--- config.mk ---
export PLATFORM = sky130hd
export DESIGN_NAME = mii_rx_deframer
export DESIGN_NICKNAME = d
export VERILOG_FILES = /design/src/rtl/mii_rx_deframer.sv
export SDC_FILE = /design/constraint.sdc
export NUM_CORES = 1
export LEC_CHECK = 0
export CAP_MARGIN = 25
export CELL_PAD_IN_SITES_DETAIL_PLACEMENT = 0
export CELL_PAD_IN_SITES_GLOBAL_PLACEMENT = 1
export CORE_MARGIN = 4
export CORE_UTILIZATION = 52
export DETAILED_ROUTE_END_ITERATION = 10
export DONT_BUFFER_PORTS = 1
export PLACE_DENSITY_LB_ADDON = 0.1
export SLEW_MARGIN = 40
export SYNTH_ARGS = -nofsm -noshare
export SYNTH_HDL_FRONTEND = slang
export SYNTH_SLANG_ARGS = --single-unit
--- constraint.sdc ---
create_clock -name clk -period 6.3 [get_ports clk]
set_input_delay 0.63 -clock clk [delete_from_list [all_inputs] [get_ports clk]]
set_output_delay 0.63 -clock clk [all_outputs]
set_load 0.05 [all_outputs]
--- src/rtl/mii_rx_deframer.sv ---
// mii_rx_deframer: recovers MAC frames (DA..FCS) from a 64-bit, 8-lane MII receive stream.
// Optional feature macro: MII_RX_FCS_CHECK_EN enables the CRC-32 residue check behind o_fcs_err.
module mii_rx_deframer #(
  parameter int unsigned MIN_FRAME_LEN = 64,
  parameter int unsigned MAX_FRAME_LEN = 1518,
  parameter logic [7:0]  START_CODE    = 8'hFB,
  parameter logic [7:0]  TERM_CODE     = 8'hFD,
  parameter logic [7:0]  IDLE_CODE     = 8'h07,
  parameter logic [7:0]  PREAMBLE_CODE = 8'h55,
  parameter logic [7:0]  SFD_CODE      = 8'hD5
) (
  input  logic        clk,
  input  logic        i_rst_n,
  input  logic [63:0] i_mii_data,
  input  logic [7:0]  i_mii_ctrl,
  output logic [63:0] o_data,
  output logic [7:0]  o_keep,
  output logic        o_valid,
  output logic        o_sof,
  output logic        o_eof,
  output logic [15:0] o_frame_len,
  output logic        o_err,
  output logic        o_len_err,
  output logic        o_fcs_err,
  output logic        o_pre_err
);

  localparam logic [15:0] MIN_LEN   = 16'(MIN_FRAME_LEN);
  localparam logic [15:0] MAX_LEN   = 16'(MAX_FRAME_LEN);
  localparam logic [63:0] IDLE_WORD = {8{IDLE_CODE}};

  typedef enum logic {ST_IDLE, ST_DATA} state_t;

  state_t      r_state, w_state_next;

  logic [63:0] r_in_data;
  logic [7:0]  r_in_ctrl;

  logic [63:0] r_hold_data, w_hold_data_next;
  logic [7:0]  r_hold_keep, w_hold_keep_next;
  logic        r_hold_vld, w_hold_vld_next;
  logic        r_eof_pend, w_eof_pend_next;
  logic [15:0] r_pend_len, w_pend_len_next;
  logic        r_pend_fcs_bad, w_pend_fcs_bad_next;
  logic        r_sof_arm, w_sof_arm_next;
  logic [15:0] r_cnt;

  logic        w_frame_clr, w_push_full;
  logic        w_fcs_bad_held, w_fcs_bad_part;

  logic [63:0] r_out_data, w_out_data;
  logic [7:0]  r_out_keep, w_out_keep;
  logic        r_out_valid, w_out_valid;
  logic        r_out_sof, w_out_sof;
  logic        r_out_eof, w_out_eof;
  logic [15:0] r_out_len, w_out_len;
  logic        r_out_err, w_out_err;
  logic        r_out_len_err, w_out_len_err;
  logic        r_out_fcs_err, w_out_fcs_err;
  logic        r_pre_err, w_pre_err_next;

  logic        w_start_lane0, w_start_ok, w_term;
  logic [2:0]  w_term_lane;
  logic [7:0]  w_term_keep;
  logic [63:0] w_term_bits;

  function automatic logic [2:0] f_first_ctrl(input logic [7:0] c);
    logic [2:0] idx;
    idx = 3'd0;
    for (int i = 7; i >= 0; i--) begin
      if (c[i]) idx = 3'(i);
    end
    return idx;
  endfunction

  function automatic logic [15:0] f_sat_add(input logic [15:0] a, input logic [3:0] n);
    logic [16:0] s;
    s = {1'b0, a} + {13'd0, n};
    return s[16] ? 16'hFFFF : s[15:0];
  endfunction

  function automatic logic f_len_bad(input logic [15:0] len);
    return (len < MIN_LEN) || (len > MAX_LEN);
  endfunction

  // Input capture stage: gives the two-edge data latency together with the hold register.
  always_ff @(posedge clk or negedge i_rst_n) begin
    if (!i_rst_n) begin
      r_in_data <= '0;
      r_in_ctrl <= '0;
    end else begin
      r_in_data <= i_mii_data;
      r_in_ctrl <= i_mii_ctrl;
    end
  end

  // The lowest set ctrl bit is the only candidate TERM position; lanes below it are data.
  always_comb begin
    w_start_lane0 = r_in_ctrl[0] && (r_in_data[7:0] == START_CODE);
    w_start_ok    = w_start_lane0 && (r_in_ctrl == 8'h01) &&
                    (r_in_data[55:8] == {6{PREAMBLE_CODE}}) &&
                    (r_in_data[63:56] == SFD_CODE);
    w_term_lane   = f_first_ctrl(r_in_ctrl);
    w_term        = (r_in_ctrl != 8'h00) &&
                    (r_in_data[{w_term_lane, 3'b000} +: 8] == TERM_CODE);
  end

  genvar gi;
  generate
    for (gi = 0; gi < 8; gi++) begin : g_term_mask
      assign w_term_keep[gi]           = (3'(gi) < w_term_lane);
      assign w_term_bits[8*gi +: 8]    = {8{w_term_keep[gi]}};
    end
  endgenerate

`ifdef MII_RX_FCS_CHECK_EN
  localparam logic        FCS_EN      = 1'b1;
  localparam logic [31:0] CRC_RESIDUE = 32'hDEBB20E3;

  logic [31:0] r_crc;
  logic [31:0] w_crc_full, w_crc_part;

  function automatic logic [31:0] f_crc(input logic [31:0] crc_in, input logic [63:0] d,
                                        input logic [7:0] keep);
    logic [31:0] c;
    c = crc_in;
    for (int b = 0; b < 8; b++) begin
      if (keep[b]) begin
        c = c ^ {24'd0, d[8*b +: 8]};
        for (int j = 0; j < 8; j++) begin
          c = c[0] ? ((c >> 1) ^ 32'hEDB88320) : (c >> 1);
        end
      end
    end
    return c;
  endfunction

  always_comb begin
    w_crc_full     = f_crc(r_crc, r_in_data, 8'hFF);
    w_crc_part     = f_crc(r_crc, r_in_data, w_term_keep);
    w_fcs_bad_held = (r_crc != CRC_RESIDUE);
    w_fcs_bad_part = (w_crc_part != CRC_RESIDUE);
  end

  always_ff @(posedge clk or negedge i_rst_n) begin
    if (!i_rst_n) begin
      r_crc <= '1;
    end else if (w_frame_clr) begin
      r_crc <= '1;
    end else if (w_push_full) begin
      r_crc <= w_crc_full;
    end
  end
`else
  localparam logic FCS_EN = 1'b0;

  assign w_fcs_bad_held = 1'b0;
  assign w_fcs_bad_part = 1'b0;
`endif

  // Byte counter covers every word that has entered the hold register.
  always_ff @(posedge clk or negedge i_rst_n) begin
    if (!i_rst_n) begin
      r_cnt <= '0;
    end else if (w_frame_clr) begin
      r_cnt <= '0;
    end else if (w_push_full) begin
      r_cnt <= f_sat_add(r_cnt, 4'd8);
    end
  end

  always_ff @(posedge clk or negedge i_rst_n) begin
    if (!i_rst_n) begin
      r_state <= ST_IDLE;
    end else begin
      r_state <= w_state_next;
    end
  end

  always_comb begin
    w_state_next        = r_state;
    w_hold_data_next    = r_hold_data;
    w_hold_keep_next    = r_hold_keep;
    w_hold_vld_next     = r_hold_vld;
    w_eof_pend_next     = 1'b0;
    w_pend_len_next     = r_pend_len;
    w_pend_fcs_bad_next = r_pend_fcs_bad;
    w_sof_arm_next      = r_sof_arm;
    w_frame_clr         = 1'b0;
    w_push_full         = 1'b0;
    w_pre_err_next      = 1'b0;
    w_out_valid         = 1'b0;
    w_out_data          = r_hold_data;
    w_out_keep          = r_hold_keep;
    w_out_sof           = 1'b0;
    w_out_eof           = 1'b0;
    w_out_len           = 16'd0;
    w_out_err           = 1'b0;
    w_out_len_err       = 1'b0;
    w_out_fcs_err       = 1'b0;

    // A partial TERM word drains one cycle after it was captured; the FSM is already IDLE.
    if (r_eof_pend) begin
      w_out_valid     = 1'b1;
      w_out_sof       = r_sof_arm;
      w_out_eof       = 1'b1;
      w_out_len       = r_pend_len;
      w_out_len_err   = f_len_bad(r_pend_len);
      w_out_fcs_err   = r_pend_fcs_bad;
      w_hold_vld_next = 1'b0;
      w_sof_arm_next  = 1'b0;
    end

    case (r_state)
      ST_IDLE: begin
        if (w_start_lane0) begin
          if (w_start_ok) begin
            w_state_next   = ST_DATA;
            w_frame_clr    = 1'b1;
            w_sof_arm_next = 1'b1;
          end else begin
            w_pre_err_next = 1'b1;
          end
        end
      end
      ST_DATA: begin
        if (r_in_ctrl == 8'h00) begin
          w_push_full      = 1'b1;
          w_hold_data_next = r_in_data;
          w_hold_keep_next = 8'hFF;
          w_hold_vld_next  = 1'b1;
          if (r_hold_vld) begin
            w_out_valid    = 1'b1;
            w_out_sof      = r_sof_arm;
            w_sof_arm_next = 1'b0;
          end
        end else if (w_term && (w_term_lane == 3'd0)) begin
          w_out_valid     = 1'b1;
          w_out_sof       = r_sof_arm;
          w_out_eof       = 1'b1;
          w_out_len       = r_cnt;
          w_out_len_err   = f_len_bad(r_cnt);
          w_out_fcs_err   = w_fcs_bad_held;
          w_sof_arm_next  = 1'b0;
          w_hold_vld_next = 1'b0;
          w_state_next    = ST_IDLE;
          if (!r_hold_vld) begin
            w_out_data = IDLE_WORD;
            w_out_keep = 8'h00;
          end
        end else if (w_term) begin
          if (r_hold_vld) begin
            w_out_valid    = 1'b1;
            w_out_sof      = r_sof_arm;
            w_sof_arm_next = 1'b0;
          end
          // Lanes from the TERM upward are replaced with IDLE so no control byte leaks out.
          w_hold_data_next    = (r_in_data & w_term_bits) | (IDLE_WORD & ~w_term_bits);
          w_hold_keep_next    = w_term_keep;
          w_hold_vld_next     = 1'b1;
          w_eof_pend_next     = 1'b1;
          w_pend_len_next     = f_sat_add(r_cnt, {1'b0, w_term_lane});
          w_pend_fcs_bad_next = w_fcs_bad_part;
          w_state_next        = ST_IDLE;
        end else begin
          w_out_valid     = 1'b1;
          w_out_sof       = r_sof_arm;
          w_out_eof       = 1'b1;
          w_out_err       = 1'b1;
          w_out_len       = r_cnt;
          w_out_len_err   = 1'b1;
          w_out_fcs_err   = FCS_EN;
          w_sof_arm_next  = 1'b0;
          w_hold_vld_next = 1'b0;
          w_state_next    = ST_IDLE;
          if (!r_hold_vld) begin
            w_out_data = IDLE_WORD;
            w_out_keep = 8'h00;
          end
        end
      end
      default: w_state_next = ST_IDLE;
    endcase
  end

  always_ff @(posedge clk or negedge i_rst_n) begin
    if (!i_rst_n) begin
      r_hold_data    <= '0;
      r_hold_keep    <= '0;
      r_hold_vld     <= 1'b0;
      r_eof_pend     <= 1'b0;
      r_pend_len     <= '0;
      r_pend_fcs_bad <= 1'b0;
      r_sof_arm      <= 1'b0;
      r_out_data     <= '0;
      r_out_keep     <= '0;
      r_out_valid    <= 1'b0;
      r_out_sof      <= 1'b0;
      r_out_eof      <= 1'b0;
      r_out_len      <= '0;
      r_out_err      <= 1'b0;
      r_out_len_err  <= 1'b0;
      r_out_fcs_err  <= 1'b0;
      r_pre_err      <= 1'b0;
    end else begin
      r_hold_data    <= w_hold_data_next;
      r_hold_keep    <= w_hold_keep_next;
      r_hold_vld     <= w_hold_vld_next;
      r_eof_pend     <= w_eof_pend_next;
      r_pend_len     <= w_pend_len_next;
      r_pend_fcs_bad <= w_pend_fcs_bad_next;
      r_sof_arm      <= w_sof_arm_next;
      r_out_data     <= w_out_data;
      r_out_keep     <= w_out_keep;
      r_out_valid    <= w_out_valid;
      r_out_sof      <= w_out_sof;
      r_out_eof      <= w_out_eof;
      r_out_len      <= w_out_len;
      r_out_err      <= w_out_err;
      r_out_len_err  <= w_out_len_err;
      r_out_fcs_err  <= w_out_fcs_err;
      r_pre_err      <= w_pre_err_next;
    end
  end

  assign o_data      = r_out_data;
  assign o_keep      = r_out_keep;
  assign o_valid     = r_out_valid;
  assign o_sof       = r_out_sof;
  assign o_eof       = r_out_eof;
  assign o_frame_len = r_out_len;
  assign o_err       = r_out_err;
  assign o_len_err   = r_out_len_err;
  assign o_fcs_err   = r_out_fcs_err;
  assign o_pre_err   = r_pre_err;

endmodule
## Word level (Yosys, flattened, before mapping)

Index checks and enable logic that the tools add are counted.

- Flip-flop bits (word level): 274
- Latch bits: 0
- Memory bits (writable): 0
- Memory bits (read-only): 0
- Input bits: 74
- Logic and storage cells: 144
- Memories: 0

- Add/subtract/negate cells: 2
- $mul: 0
- Div/mod/pow operators: 0
- Magnitude comparators: 12
- Equality and inequality tests: 6
- Shifts and indexed selects: 1
- Muxes and demuxes: 82
- Bitwise gates (word level): 6
- Reductions and logical operators: 16

Operators with widths:

| cell | count |
|---|---|
| 64-bit 2-to-1 mux | 8 |
| 16-bit 2-to-1 mux | 9 |
| 64-bit bitwise AND | 1 |
| 8-bit 2-to-1 mux | 8 |
| 64-bit by 59-bit bitwise OR with 64-bit output | 1 |
| 64-bit by 7-bit variable part select with 8-bit output | 1 |
| 59-bit inverter | 1 |
| 48-bit by 47-bit equality test with 1-bit output (second input constant) | 1 |
| 1-bit 2-to-1 mux | 47 |
| 16-bit by 11-bit greater-than comparator with 1-bit output (second input constant) | 2 |
| 16-bit by 7-bit less-than comparator with 1-bit output (second input constant) | 2 |
| 8-bit equality test (second input constant) | 3 |
| 3-bit 2-to-1 mux | 8 |
| 16-bit by 3-bit adder with 17-bit output | 1 |
| 16-bit by 4-bit adder with 17-bit output (second input constant) | 1 |
| 3-bit less-than comparator (first input constant) | 4 |
| 8-bit by 1-bit equality test with 1-bit output (second input constant) | 1 |
| 8-bit logical NOT | 1 |
| 8-bit nonzero test | 1 |
| 1-bit logical AND | 6 |
| 1-bit by 3-bit less-than comparator with 1-bit output (first input constant) | 2 |
| 2-bit by 3-bit less-than comparator with 1-bit output (first input constant) | 2 |
| 2-bit nonzero test | 3 |
| 1-bit one-hot mux with 2 select lines | 2 |
| 6 further kinds | 9 |

## Depth between registers and ports, before layout

- Depth after elaboration: 15
- Gate-level depth with buffers: 13

## Worst setup path before layout

OpenSTA, ideal clock, no wires.

- Kind: reg-to-reg
- Start: register r_in_ctrl[2]
- End: register r_pend_len[15]
- Arrival: 2.641 ns
- Required time: 6.175 ns
- Path slack: 3.534 ns
- Stages on the path, launching flop included: 11
- Period minus slack after synthesis: 2.766 ns
- Cells stage by stage: dfrtp_1 > buf_2 > or4_1 > clkbuf_1 > a21oi_1 > ha_1 > a21oi_1 > or3_1 > buf_1 > nand3_1 > mux2_2

- Word-level cells in the longest chain between the ends: 9
- Elaborated cells between the ends (all ways): 15
- Those cells by class: 1 x add/sub; 1 x eq/ne; 1 x shift; 4 x mux; 2 x bitwise; 6 x reduce/logical

Ends and longest elaborated chain:

| element | line | text |
|---|---|---|
| start: declaration | 37 | `logic [7:0] r_in_ctrl;` |
| start signal: assignment | 93 | `r_in_ctrl <= i_mii_ctrl;` |
| 3-bit 2-to-1 mux (3 in a row) | 71 | `if (c[i]) idx = 3'(i);` |
| 64-bit by 7-bit variable part select with 8-bit output | 105 | `(r_in_data[{w_term_lane, 3'b000} +: 8] == TERM_CODE);` |
| 8-bit equality test | 105 |  |
| 1-bit logical AND | 104 | `w_term = (r_in_ctrl != 8'h00) &&` |
| 1-bit logical AND | 237 | `end else if (w_term && (w_term_lane == 3'd0)) begin` |
| 1-bit inverter (no source line) | n/a |  |
| 4-bit AND reduction (no source line) | n/a |  |
| end signal: assignment | 310 | `r_pend_len <= w_pend_len_next;` |
| end: declaration | 43 | `logic [15:0] r_pend_len, w_pend_len_next;` |

Several ways; a longest one is shown, not always the timed one.
A chain may end at the register's enable or synchronous reset.

## Worst setup path after layout

- Start: register r_in_ctrl[0]
- End: register r_hold_keep[2]

- Word-level cells in the longest chain between the ends: 7
- Elaborated cells between the ends (all ways): 15
- Those cells by class: 1 x order compare; 2 x eq/ne; 1 x shift; 4 x mux; 7 x reduce/logical

Ends and longest elaborated chain:

| element | line | text |
|---|---|---|
| 3-bit 2-to-1 mux | 71 |  |
| 64-bit by 7-bit variable part select with 8-bit output | 105 |  |
| 8-bit equality test | 105 |  |
| 1-bit logical AND | 104 |  |
| 1-bit logical AND | 237 |  |
| 2-bit inequality test (no source line) | n/a |  |
| 3-bit AND reduction (no source line) | n/a |  |
| end signal: assignment | 307 | `r_hold_keep <= w_hold_keep_next;` |
| end: declaration | 40 | `logic [7:0] r_hold_keep, w_hold_keep_next;` |

Several ways; a longest one is shown, not always the timed one. The select of a mux whose other input is x is not followed.

==> impl_metrics.csv <==
group,metric,value,unit
routing,drt_iter0_drc,396,
die,io_pins,169,
yosys,yosys.area.top_type_share,63.4,%
die,initial_utilization,53.0,%
yosys,yosys_warnings,0,
setup_path,slowest_delay,0.57,ns
setup_path,worst_ep_required_time,6.73,ns
setup_path,critPathBufInv,1,
timing,period_share,57.7,%
cts,cts_resized,0,
routing,vias_per_cell,5.86,
routing,vias,6704,
setup_path,path_max_fanout,34,
yosys,yosysSeqAreaShare,63.4,%
finish,final_nets,935,
setup_path,path_class,"register to register",
timing,hold_viol_final,272,
timing,hold_ws,-0.207,ns
timing,finClkSkew,0.0158,ns
placed_design,portBuffers,0,
setup_path,reg2reg_from,"r_in_ctrl[0]",
grt,grt_usage,22.8,%
yosys,syn_area,10700,um^2
run_status,status,"finished, violations left",
yosys,syn_inst,862,
finish,fillers,1623,
run_status,violations,"hold timing",
cts,clk_pin_slew_worst_paths,0.06,ns
setup_path,crit_chain,"nor2_1, nand2_1, a32oi_1, o2111ai_4, nor4_4, buf_4, or2_4, mux2_2",
setup_path,worstRegToRegCells,8,
pwr,p_leak,0.00561,uW
setup_path,r2r_end,"r_hold_keep[2]",
grt,grt_pass1_wl,40.1,mm
cts,cts_root_buf,"clkbuf_16",
pwr,ir_worst_vdd,0.000266,V
yosys,synth_nets,942,
finish,syn_to_final_growth,10.1,%
timing,setup_tns,0,ns
cts,cts_buffer_depth,3,
yosys,synth_edf_count,0,
setup_path,cp_top_family,"simple AND/OR/NAND/NOR gates",
cts,numCtsBuffers,28,
routing,drc,0,
yosys,yosysMostFrequentCell,"dfrtp_1",
routing,drt-wirelength-per-cell,22.5,um
setup_path,startpoint_type,"register",
cts,cts_tree,"done",
cts,clock_sinks,272,
min_path,worst_hold_path_type,"input pin to asynchronous set/reset pin",
die,die_area,23000,um^2
die,die_h,152,um
timing,rsz0062_at_grt,"false",
die,die_w,152,um
job,maxCapViolCount,0,
yosys,synthArstFlopShare,100,%
yosys,yosys-top-cells-area,"dfrtp_1 63%, mux2_2 3.0%, nor2b_1 2.9%",
setup_path,endpoint_kind,"register",
cts,cts_setup_buffers,0,
routing,ant_nets,0,
timing,tightest_slew,0.781,ns
yosys,ys_types,72,
timing,setup_viol,0,
grt,antenna_found_initial,7,
placed_design,hpwl,17.9,mm
timing,relSlewSlack,47.9,%
cts,clk_latency,0.54,ns
timing,fmax,0.275,GHz
yosys,avgSynthCellArea,12.4,um^2
pwr,totalPowerFinal,3450,uW
setup_path,rrSetupSlack,2.66,ns
timing,fin_crit,3.64,ns
yosys,synth_common_cells,"272 x dfrtp_1, 50 x nor2b_1, 48 x nand2_1, 41 x nor2_1, 37 x o21ai_0",
pwr,power-per-cell-area,292,nW/um^2
placed_design,routabilityCongestion,0.957,
yosys,synthFlopType,"dfrtp_1",
yosys,yosysTopAreaCell,"dfrtp_1",
finish,drive_gt1_share,16.5,%
timing,final_max_slew_viol_count,0,
finish,fin_util,58.4,%
setup_path,worstPathArrival,4.07,ns
yosys,synth_seq_cells,272,
setup_path,crit_slowest_cell,"nor2_1",
die,core-area,20200,um^2
grt,grt_max_degree,273,
routing,drtPass1Iterations,6,
die,rows,52,
cts,htreeDepth,1,
routing,drt-total-wl,25.8,mm
setup_path,startpoint,"r_in_ctrl[0]",
grt,grt-ovfl-total,0,
grt,first_global_vias,6847,
[per-layer routing]
metal  GRT usage (%)  routed length (um)  up-vias  part of all wire (%)
met5               0                  59        -                  0.23
met4            6.24                 644       12                   2.5
met3            5.98                1980       58                   7.7
met2            34.9               11700      255                    46
met1            32.5               11300     3390                    44
li1                -                   -     2989                     -
[worst max-delay path by stage]
| stage | depth (start not counted) | slack [ns] | endpoint |
|---|---|---|---|
| 3_5_place_dp | 8 | 2.39 | r_hold_keep[2] |
| 4_1_cts | 8 | 2.37 | r_hold_keep[3] |
| 5_1_grt | 8 | 2.40 | r_hold_keep[2] |
| 3_3_place_gp | 8 | 2.60 | r_hold_keep[2] |
| 6_report | 8 | 2.66 | r_hold_keep[2] |
| 2_1_floorplan | 10 | 3.53 | r_pend_len[15] |
[area by class of cell]
cell class,count,area [um^2],area share [%]
multi-input combinational,522,3620,30.6
tap,270,338,2.86
clock inverter,10,119,1.01
inverter,24,90.1,0.763
antenna,1,2.50,0.0212
clock buffer,39,782,6.62
sequential,272,6810,57.6
timing repair buffer,7,52.6,0.445
[sequential cells by signal, summed over array words and instances (netlist names), 8 cells and up]
register,cells
o_data,64
o_frame_len,16
o_keep,8
r_cnt,14
r_hold_data,64
r_hold_keep,8
r_in_ctrl,8
r_in_data,64
r_pend_len,16
[where the power goes]
part | internal [uW] | switching, uW
registers | 1770 | 30.5
clock network | 946 | 651
logic | 20.0 | 33.5
[stage by stage]
stage | cells | worst slack, ns | instance area (um^2)
3_5_place_dp | 1095 | 2.39 | 10900
5_1_grt | 1145 | 2.40 | 11800
4_1_cts | 1144 | 2.37 | 11800
6_report | 1145 | 2.66 | 11800
3_3_place_gp | 1095 | 2.60 | 10900
2_1_floorplan | 862 | 3.53 | 10700
[kinds of logic (layout without fill, tap and decap cells)]
kind of cell / after synthesis / in the layout / share of synthesized area (%)
AO/OA/AOI/OAI: 165 / 165 / 11.3
multiplexers: 51 / 51 / 5.33
AND/OR/NAND/NOR: 293 / 293 / 15.6
other: 1 / 2 / 0.0349
buffers and inverters: 68 / 80 / 3.08
flip-flops: 272 / 272 / 63.4
XOR/XNOR: 6 / 6 / 0.490
adder cells (fa/ha/maj): 6 / 6 / 0.770
[cell usage in the layout (no fill, tap or decap), drive strengths merged, types with 9 or more instances in the layout]
cell    instances
mux2           34
inv            24
nand3          26
nor2b          51
o21ai          43
a31o           11
a22o           25
mux2i          17
clkbuf         39
a21o            9
nand2          48
nor2           42
nor4            9
nand4           9
a21oi          33
or2            31
dfrtp         272
nor3b          10
nor3           24
Power figures use the tool's default switching activity.
